--- config.mk ---
export PLATFORM = sky130hd
export DESIGN_NAME = hs_npu_systolic_ctrl_flat
export DESIGN_NICKNAME = d
export VERILOG_FILES = /design/src/rtl/hs_npu_systolic_ctrl_if.sv /design/src/rtl/hs_npu_systolic_ctrl.sv /design/src/flat_wrapper.sv
export SDC_FILE = /design/constraint.sdc
export NUM_CORES = 2
export LEC_CHECK = 0
export BUFFER_PORTS_ARGS = -buffer_cell sky130_fd_sc_hd__buf_2
export CAP_MARGIN = 20
export CORE_AREA = 2 2 620 622
export CTS_CLUSTER_DIAMETER = 30
export DETAILED_ROUTE_END_ITERATION = 12
export DIE_AREA = 0 0 622 624
export MAX_ROUTING_LAYER = met4
export SYNTH_ARGS = -nofsm -noshare
export SYNTH_HDL_FRONTEND = slang
export SYNTH_SLANG_ARGS = --single-unit
--- constraint.sdc ---
create_clock -name clk -period 3.7 [get_ports clk]
set_input_delay 0.74 -clock clk [delete_from_list [all_inputs] [get_ports clk]]
set_output_delay 0.74 -clock clk [all_outputs]
set_load 0.1 [all_outputs]
--- src/rtl/hs_npu_systolic_ctrl_if.sv ---
// Signal bundle between the systolic sequencer and its neighbours: the tile scheduler
// command, the operand buffer read port, the MAC array port and the aligned result stream.
interface hs_npu_systolic_ctrl_if #(
    parameter int SIZE  = 8,
    parameter int ROW_W = 16
);
    logic                  start_in;
    logic [ROW_W-1:0]      rows_in;
    logic [ROW_W-1:0]      base_in;
    logic [SIZE-1:0][31:0] bias_in;

    logic                  rd_en_out;
    logic [ROW_W-1:0]      rd_addr_out;
    logic [SIZE-1:0][15:0] rd_a_in;
    logic [SIZE-1:0][15:0] rd_b_in;

    logic                  arr_en_out;
    logic [SIZE-1:0][15:0] arr_a_out;
    logic [SIZE-1:0][15:0] arr_b_out;
    logic [SIZE-1:0][31:0] arr_sum_out;
    logic [SIZE-1:0][31:0] arr_res_in;

    logic                  res_valid_out;
    logic [SIZE-1:0][31:0] res_out;
    logic                  busy_out;
    logic                  done_out;

    modport slave (
        input  start_in, rows_in, base_in, bias_in, rd_a_in, rd_b_in, arr_res_in,
        output rd_en_out, rd_addr_out, arr_en_out, arr_a_out, arr_b_out, arr_sum_out,
               res_valid_out, res_out, busy_out, done_out
    );

    modport master (
        output start_in, rows_in, base_in, bias_in, rd_a_in, rd_b_in, arr_res_in,
        input  rd_en_out, rd_addr_out, arr_en_out, arr_a_out, arr_b_out, arr_sum_out,
               res_valid_out, res_out, busy_out, done_out
    );
endinterface

--- src/rtl/hs_npu_systolic_ctrl.sv ---
// Sequencer for a SIZE x SIZE systolic MAC array: streams operand rows with a per-lane
// input skew, holds the array enabled while data is in flight, and de-skews the results.
module hs_npu_systolic_ctrl #(
    parameter int SIZE  = 8,
    parameter int ROW_W = 16
) (
    input  logic                 clk,
    input  logic                 rst_n,
    hs_npu_systolic_ctrl_if.slave bus
);
    localparam int RES_LAT = 3 * SIZE - 1;

    typedef logic [15:0] short_t;
    typedef logic [31:0] word_t;
    typedef enum logic [1:0] {S_IDLE, S_FEED, S_DRAIN, S_DONE} state_e;

    state_e                state_q, state_d;
    logic [ROW_W-1:0]      rows_q, rows_d;
    logic [ROW_W-1:0]      addr_q, addr_d;
    logic [ROW_W-1:0]      issued_q, issued_d;
    logic [ROW_W-1:0]      emitted_q, emitted_d;
    word_t [SIZE-1:0]      bias_q, bias_d;
    logic                  rd_vld_q;
    logic [RES_LAT-1:0]    res_vld_q;

    logic [ROW_W-1:0]      last_row;
    logic                  rd_en;
    logic                  res_vld;
    short_t [SIZE-1:0]     a_gated, b_gated;
    word_t  [SIZE-1:0]     aligned;

    assign last_row = rows_q - ROW_W'(1);
    assign rd_en    = (state_q == S_FEED);
    assign res_vld  = res_vld_q[RES_LAT-1];

    // NOTE: sequential state is updated only with non-blocking assignments so every
    // flop samples the pre-edge value of its neighbours regardless of process order.
    always_ff @(posedge clk or negedge rst_n) begin
        if (!rst_n) begin
            state_q   <= S_IDLE;
            rows_q    <= '0;
            addr_q    <= '0;
            issued_q  <= '0;
            emitted_q <= '0;
            bias_q    <= '0;
            rd_vld_q  <= 1'b0;
            res_vld_q <= '0;
        end else begin
            state_q   <= state_d;
            rows_q    <= rows_d;
            addr_q    <= addr_d;
            issued_q  <= issued_d;
            emitted_q <= emitted_d;
            bias_q    <= bias_d;
            rd_vld_q  <= rd_en;
            res_vld_q <= {res_vld_q[RES_LAT-2:0], rd_en};
        end
    end

    always_comb begin
        // NOTE: every next-state value defaults to its current value first, so no branch
        // of the case below can leave a signal unassigned and infer a latch.
        state_d   = state_q;
        rows_d    = rows_q;
        addr_d    = addr_q;
        issued_d  = issued_q;
        emitted_d = emitted_q;
        bias_d    = bias_q;

        if (res_vld) emitted_d = emitted_q + ROW_W'(1);

        unique case (state_q)
            S_IDLE: begin
                if (bus.start_in) begin
                    rows_d    = bus.rows_in;
                    addr_d    = bus.base_in;
                    bias_d    = bus.bias_in;
                    issued_d  = '0;
                    emitted_d = '0;
                    state_d   = (bus.rows_in == '0) ? S_DONE : S_FEED;
                end
            end
            S_FEED: begin
                addr_d   = addr_q + ROW_W'(1);
                issued_d = issued_q + ROW_W'(1);
                if (issued_q == last_row) state_d = S_DRAIN;
            end
            S_DRAIN: begin
                if (res_vld && (emitted_q == last_row)) state_d = S_DONE;
            end
            S_DONE:  state_d = S_IDLE;
            default: state_d = S_IDLE;
        endcase
    end

    // Buffer data is only meaningful the cycle after a read; otherwise lanes carry zeros.
    assign a_gated = rd_vld_q ? bus.rd_a_in : '0;
    assign b_gated = rd_vld_q ? bus.rd_b_in : '0;

    assign bus.arr_a_out[0] = a_gated[0];
    assign bus.arr_b_out[0] = b_gated[0];

    for (genvar k = 1; k < SIZE; k++) begin : g_skew
        short_t [k-1:0] a_sr_q, b_sr_q;

        // NOTE: the skew/de-skew lines are reset so an aborted job leaves no stale
        // operands or partial sums behind.
        always_ff @(posedge clk or negedge rst_n) begin
            if (!rst_n) begin
                a_sr_q <= '0;
                b_sr_q <= '0;
            end else begin
                for (int i = k - 1; i > 0; i--) begin
                    a_sr_q[i] <= a_sr_q[i-1];
                    b_sr_q[i] <= b_sr_q[i-1];
                end
                a_sr_q[0] <= a_gated[k];
                b_sr_q[0] <= b_gated[k];
            end
        end

        assign bus.arr_a_out[k] = a_sr_q[k-1];
        assign bus.arr_b_out[k] = b_sr_q[k-1];
    end

    // Result lane j leaves the array j cycles after lane 0; delay it by SIZE-1-j.
    assign aligned[SIZE-1] = bus.arr_res_in[SIZE-1];

    for (genvar j = 0; j < SIZE - 1; j++) begin : g_deskew
        localparam int D = SIZE - 1 - j;
        word_t [D-1:0] sr_q;

        always_ff @(posedge clk or negedge rst_n) begin
            if (!rst_n) begin
                sr_q <= '0;
            end else begin
                for (int i = D - 1; i > 0; i--) sr_q[i] <= sr_q[i-1];
                sr_q[0] <= bus.arr_res_in[j];
            end
        end

        assign aligned[j] = sr_q[D-1];
    end

    assign bus.rd_en_out     = rd_en;
    assign bus.rd_addr_out   = rd_en ? addr_q : '0;
    assign bus.arr_en_out    = ((state_q == S_FEED) && rd_vld_q) || (state_q == S_DRAIN);
    assign bus.arr_sum_out   = bias_q;
    assign bus.res_valid_out = res_vld;
    assign bus.res_out       = res_vld ? aligned : '0;
    assign bus.busy_out      = (state_q != S_IDLE);
    assign bus.done_out      = (state_q == S_DONE);
endmodule

--- src/flat_wrapper.sv ---
// flat-port wrapper written by rule: the top's interface ports become plain ports
module hs_npu_systolic_ctrl_flat 
#(
    parameter int SIZE  = 8,
    parameter int ROW_W = 16
)
  (clk, rst_n, bus_start_in, bus_rows_in, bus_base_in, bus_bias_in, bus_rd_a_in, bus_rd_b_in, bus_arr_res_in, bus_rd_en_out, bus_rd_addr_out, bus_arr_en_out, bus_arr_a_out, bus_arr_b_out, bus_arr_sum_out, bus_res_valid_out, bus_res_out, bus_busy_out, bus_done_out);
  hs_npu_systolic_ctrl_if #(.SIZE(SIZE), .ROW_W(ROW_W)) bus_i ();
  input  logic clk;
  input  logic rst_n;
  input wire logic [$bits(bus_i.start_in)-1:0] bus_start_in;
  input wire logic [$bits(bus_i.rows_in)-1:0] bus_rows_in;
  input wire logic [$bits(bus_i.base_in)-1:0] bus_base_in;
  input wire logic [$bits(bus_i.bias_in)-1:0] bus_bias_in;
  input wire logic [$bits(bus_i.rd_a_in)-1:0] bus_rd_a_in;
  input wire logic [$bits(bus_i.rd_b_in)-1:0] bus_rd_b_in;
  input wire logic [$bits(bus_i.arr_res_in)-1:0] bus_arr_res_in;
  output wire logic [$bits(bus_i.rd_en_out)-1:0] bus_rd_en_out;
  output wire logic [$bits(bus_i.rd_addr_out)-1:0] bus_rd_addr_out;
  output wire logic [$bits(bus_i.arr_en_out)-1:0] bus_arr_en_out;
  output wire logic [$bits(bus_i.arr_a_out)-1:0] bus_arr_a_out;
  output wire logic [$bits(bus_i.arr_b_out)-1:0] bus_arr_b_out;
  output wire logic [$bits(bus_i.arr_sum_out)-1:0] bus_arr_sum_out;
  output wire logic [$bits(bus_i.res_valid_out)-1:0] bus_res_valid_out;
  output wire logic [$bits(bus_i.res_out)-1:0] bus_res_out;
  output wire logic [$bits(bus_i.busy_out)-1:0] bus_busy_out;
  output wire logic [$bits(bus_i.done_out)-1:0] bus_done_out;
  assign bus_i.start_in = bus_start_in;
  assign bus_i.rows_in = bus_rows_in;
  assign bus_i.base_in = bus_base_in;
  assign bus_i.bias_in = bus_bias_in;
  assign bus_i.rd_a_in = bus_rd_a_in;
  assign bus_i.rd_b_in = bus_rd_b_in;
  assign bus_i.arr_res_in = bus_arr_res_in;
  assign bus_rd_en_out = bus_i.rd_en_out;
  assign bus_rd_addr_out = bus_i.rd_addr_out;
  assign bus_arr_en_out = bus_i.arr_en_out;
  assign bus_arr_a_out = bus_i.arr_a_out;
  assign bus_arr_b_out = bus_i.arr_b_out;
  assign bus_arr_sum_out = bus_i.arr_sum_out;
  assign bus_res_valid_out = bus_i.res_valid_out;
  assign bus_res_out = bus_i.res_out;
  assign bus_busy_out = bus_i.busy_out;
  assign bus_done_out = bus_i.done_out;
  hs_npu_systolic_ctrl #(.SIZE(SIZE), .ROW_W(ROW_W)) u_core (.clk(clk), .rst_n(rst_n), .bus(bus_i));
endmodule
* Word-level counts from Yosys, hierarchy flattened
Cells that the tools add are included.
W data, S select, Z words.
** Storage, ports and cells
- Register bits after elaboration :: 2138
- Bits in latches :: 0
- RAM bits :: 0
- Memory bits (read-only) :: 0
- Memories kept :: 0
** Cells by class
- Add/sub/neg operators :: 4
- $mul :: 0
- Divide/modulo/power cells :: 0
- Order comparisons :: 0
- Equal/unequal tests :: 8
- Shifts and indexed selects :: 0
- Mux-type cells :: 16
- Bitwise operators :: 0
- Reductions and logical operators :: 10
** Operators with widths (count)
- $mux W128 :: 2
- $mux W256 :: 1
- $mux W16 :: 6
- $pmux W16 S2 :: 2
- $add A16 B1 Y16 const B :: 3
- $eq A16 B16 Y1 :: 2
- $logic_not A16 Y1 :: 1
- $sub A16 B1 Y16 const B :: 1
- $mux W2 :: 4
- $pmux W2 S4 :: 1
- $eq A2 B2 Y1 const B :: 2
- $ne A2 B2 Y1 const B :: 2
- $reduce_and A2 Y1 :: 2
- $reduce_bool A2 Y1 :: 2
- $reduce_and A3 Y1 :: 1
- $eq A2 B1 Y1 const B :: 1
- $logic_and A1 B1 Y1 :: 2
- $logic_not A2 Y1 :: 1
- $ne A2 B1 Y1 const B :: 1
- $logic_or A1 B1 Y1 :: 1

* Longest topological paths before layout
- Word-level depth :: 5
- Gate-level depth with buffers :: 11
- Depth with buffers taken out :: 10

* Worst setup path after synthesis
Ideal clock, no wire load.
- Kind :: reg2out
- Start :: reg u_core.state_q[1]
- End :: out bus_rd_addr_out[4]
- Data arrival time :: 3228 ps
- Path slack :: -268 ps
- Stages on the path, launching flop included :: 5
- Buffers on the path :: 0
- Path through :: dfrtp_1 > inv_1 > ha_1 > clkinv_1 > nor2_1
** Between the ends
- Cells in the longest elaborated chain, start to end :: 2
** RTL lines
- start, declared :: line hs_npu_systolic_ctrl.sv:17 : state_e state_q, state_d;
- start signal, assigned :: line hs_npu_systolic_ctrl.sv:49 : state_q <= state_d;
- $eq A2 B1 Y1 :: line hs_npu_systolic_ctrl.sv:33 : assign rd_en = (state_q == S_FEED);
- named net bus_rd_en_out :: line flat_wrapper.sv:18 : output wire logic [$bits(bus_i.rd_en_out)-1:0] bus_rd_en_out;
- $mux W16 :: line hs_npu_systolic_ctrl.sv:146 : assign bus.rd_addr_out = rd_en ? addr_q : '0;
- end, declared :: line flat_wrapper.sv:19 : output wire logic [$bits(bus_i.rd_addr_out)-1:0] bus_rd_addr_out;
The timed path passes the listed nets, and every way through them passes these cells.

* Final worst setup path
- Start :: reg u_core.res_vld_q[22]
- End :: out bus_res_out[140]
** Between the ends
- Cells in the longest elaborated chain, start to end :: 1
** RTL lines
- start, declared :: line hs_npu_systolic_ctrl.sv:24 : logic [RES_LAT-1:0] res_vld_q;
- start signal, assigned :: line hs_npu_systolic_ctrl.sv:56 : res_vld_q <= {res_vld_q[RES_LAT-2:0], rd_en};
- $mux W256 :: line hs_npu_systolic_ctrl.sv:150 : assign bus.res_out = res_vld ? aligned : '0;
- end, declared :: line flat_wrapper.sv:25 : output wire logic [$bits(bus_i.res_out)-1:0] bus_res_out;
Every way passes these cells.

==> reports/results.ini <==
[cts]
insertion_delay_ns=1.01
cts_sinks=2137
cts_tree=built
clkTransAtPathRegs_ns=0.05
h-tree-depth=5
cts_setup_buffers=0
cts_root_buf=clkbuf_16
clk_path_buf_depth=4
cts_buffers=418

[timing]
hold_slack_ns=0.09698
fin_crit_sh_pct=94.66
worst-slew-pin-transition_ns=0.9481
final-hold-violation-count=0
fin_crit_ns=3.502
grt_setup_unrepaired=false
setup_tns_ns=0
slew_headroom_pct=36.56
finClkSkew_ns=0.1084
setup_viol=0
fmax_ghz=0.2855
finalMaxSlewViolations=0

[floorplan]
ios=1592
die_y_um=624
die_w_um=622
start_util_pct=16.87
rows=227
core_area_mm2=0.3812
die_area_mm2=0.3881

[worst_setup_path]
cp.arrival_ns=2.76
cp.required_ns=2.96
end_kind=output port
cp_max_fo=44
start_kind=register
crit_type=register to output port

[cells_and_area]
nNetsFinal=7307
drive_gt1_share_pct=36.00
fin_util_pct=25.89
final_area_mm2=0.09867
fillCellCount=39210
area_growth_syn_to_layout_pct=53.45

[yosys]
netlist_instances=4191
synth_edf_count=0
synth_top_area_share_pct=83.17
synth_area_leader_cell=dfrtp_1
async_flop_share_pct=100.0
ys_top_cells_by_area=dfrtp_1, and2_1, nand2_1
syn_nets=5002
ys_top_cells_by_count=dfrtp_1, nand2_1, and2_1
yosysWarnings=0
ys_types=60
synth_ff_type=dfrtp_1
ys_ff_latch=2137
yosysSeqAreaShare_pct=83.17
synth_area_mm2=0.06430
synth_area_per_cell_um2=15.34
yosysMostFrequentCell=dfrtp_1

[routing]
drc=0
totalWireLength_um=271300
dr_total_vias=40230
wl_per_cell_um=22.70
drtIter0Drc=2634
drt_first_pass_iters=5
ant_nets=0
via_per_inst=3.366

[grt]
grt_first_pass_wirelength_um=363000
grt.total_usage_pct=14.02
grt_start_max_net_pins=156
grt_pass1_vias=43040
grt_antenna_before_repair=139
gr-total-overflow=0

[placement]
gp_congestion=0.9311
dp_hpwl_um=214000
postPlaceCellArea_mm2=0.07786
io_buffers=1591

[pwr]
p_leak_nw=48.51
ir_worst_vdd_v=0.0006955
power.density_mw_per_mm2=1048
power_mw=103.4

[worst_hold_path]
hold_class=primary input to register

[flow_run]
maxCapViolations=0

[outcome]
outcome=finished, final reports clean

stage by stage:
stage,cells,worst slack [ns]
floorplan,4191,0.1808
global placement,10560,0.7180
detailed placement,10560,0.6410
CTS,11890,0.05992
global route,11940,0.04354
finish,11950,0.1976
layer usage:
layer / GRT usage [%] / part of all wire (%) / vias up / routed length (um)
li1: - / - / 17610 / -
met4: 5.040 / 3.6 / 0 / 9864
met3: 4.177 / 7.3 / 469 / 19840
met1: 17.30 / 42 / 20400 / 115200
met2: 21.73 / 47 / 1755 / 126400
met5: - / 0 / - / 0
final timing paths:
path,startpoint,end,slack [ns],cells past startpoint
setup / recovery,u_core.res_vld_q[22],bus_res_out[140],0.20,4
hold / removal,bus_rd_a_in[104],u_core.g_skew[6].a_sr_q[8],0.1,2
setup reg to reg,u_core.rows_q[0],u_core.state_q[1],0.64,8
hold reg to reg,u_core.g_deskew[2].sr_q[4],u_core.g_deskew[2].sr_q[36],0.25,0
max in group asynchronous,rst_n,u_core.bus.arr_sum_out[88],2.09,4
min in group asynchronous,rst_n,u_core.g_deskew[0].sr_q[84],0.38,2
critical path, cell delays in order (launching register included):
cell and delay (ns):
dfrtp_4 0.58, buf_12 0.24, buf_12 0.23, and2_1 0.44, buf_12 0.24
cells in the final DEF, fill, tap and decap left out, drive strengths merged, types with 19 or more instances in the layout:
cell type,netlist,layout
dlygate4sd3,0,556
clkbuf,133,492
clkinvlp,0,50
bufinv,0,52
inv,16,85
buf,228,1690
dfrtp,2137,2137
and2,524,524
nor2,60,60
xor2,30,30
a21oi,36,36
nand2,844,844
nand3,19,19
xnor2,32,32
clkinv,1,118
diode,0,59
what timing repair did:
| item | CTS | global route |
|---|---|---|
| endpoints found under the hold margin | 597 | 0 |
| hold buffers | 556 | 0 |
| gates resized for setup | 3 | 0 |
| setup endpoints to repair | 1 | 0 |
cell type report:
type | count | area [um^2] | area share, %
Antenna cell | 59 | 147.6 | 0.1496
Clock buffer | 492 | 11250 | 11.40
Clock inverter | 288 | 3829 | 3.880
Inverter | 17 | 65.06 | 0.06594
Multi-Input combinational cell | 1676 | 8566 | 8.682
Sequential cell | 2137 | 53480 | 54.21
Tap cell | 5038 | 6304 | 6.389
Timing Repair Buffer | 2246 | 15020 | 15.22
report_power, final:
part | internal, mW | total, mW | switching [mW]
Clock | 25.7 | 39.3 | 13.6
Combinational | 5.03 | 33.8 | 28.8
Sequential | 27.9 | 30.3 | 2.39
cells by family after synthesis:
logic type	Yosys count	synth area share (%)
compound gates	88	0.8816
xor+xnor	64	0.9146
fa+ha+maj	8	0.1557
buf+inv	378	3.542
flops	2137	83.17
mux	5	0.07784
simple gates	1511	11.26
registers in the layout (all words and copies together), names as in the netlist, 23 cells and up:
name	cells
u_core.aligned	192
u_core.g_skew.b_sr_q	352
u_core.res_vld_q	23
u_core.g_deskew.sr_q	704
u_core.g_skew.a_sr_q	352
u_core.bus.arr_b_out	96
u_core.bus.arr_sum_out	256
u_core.bus.arr_a_out	96
(Power assumes the default switching activity.)
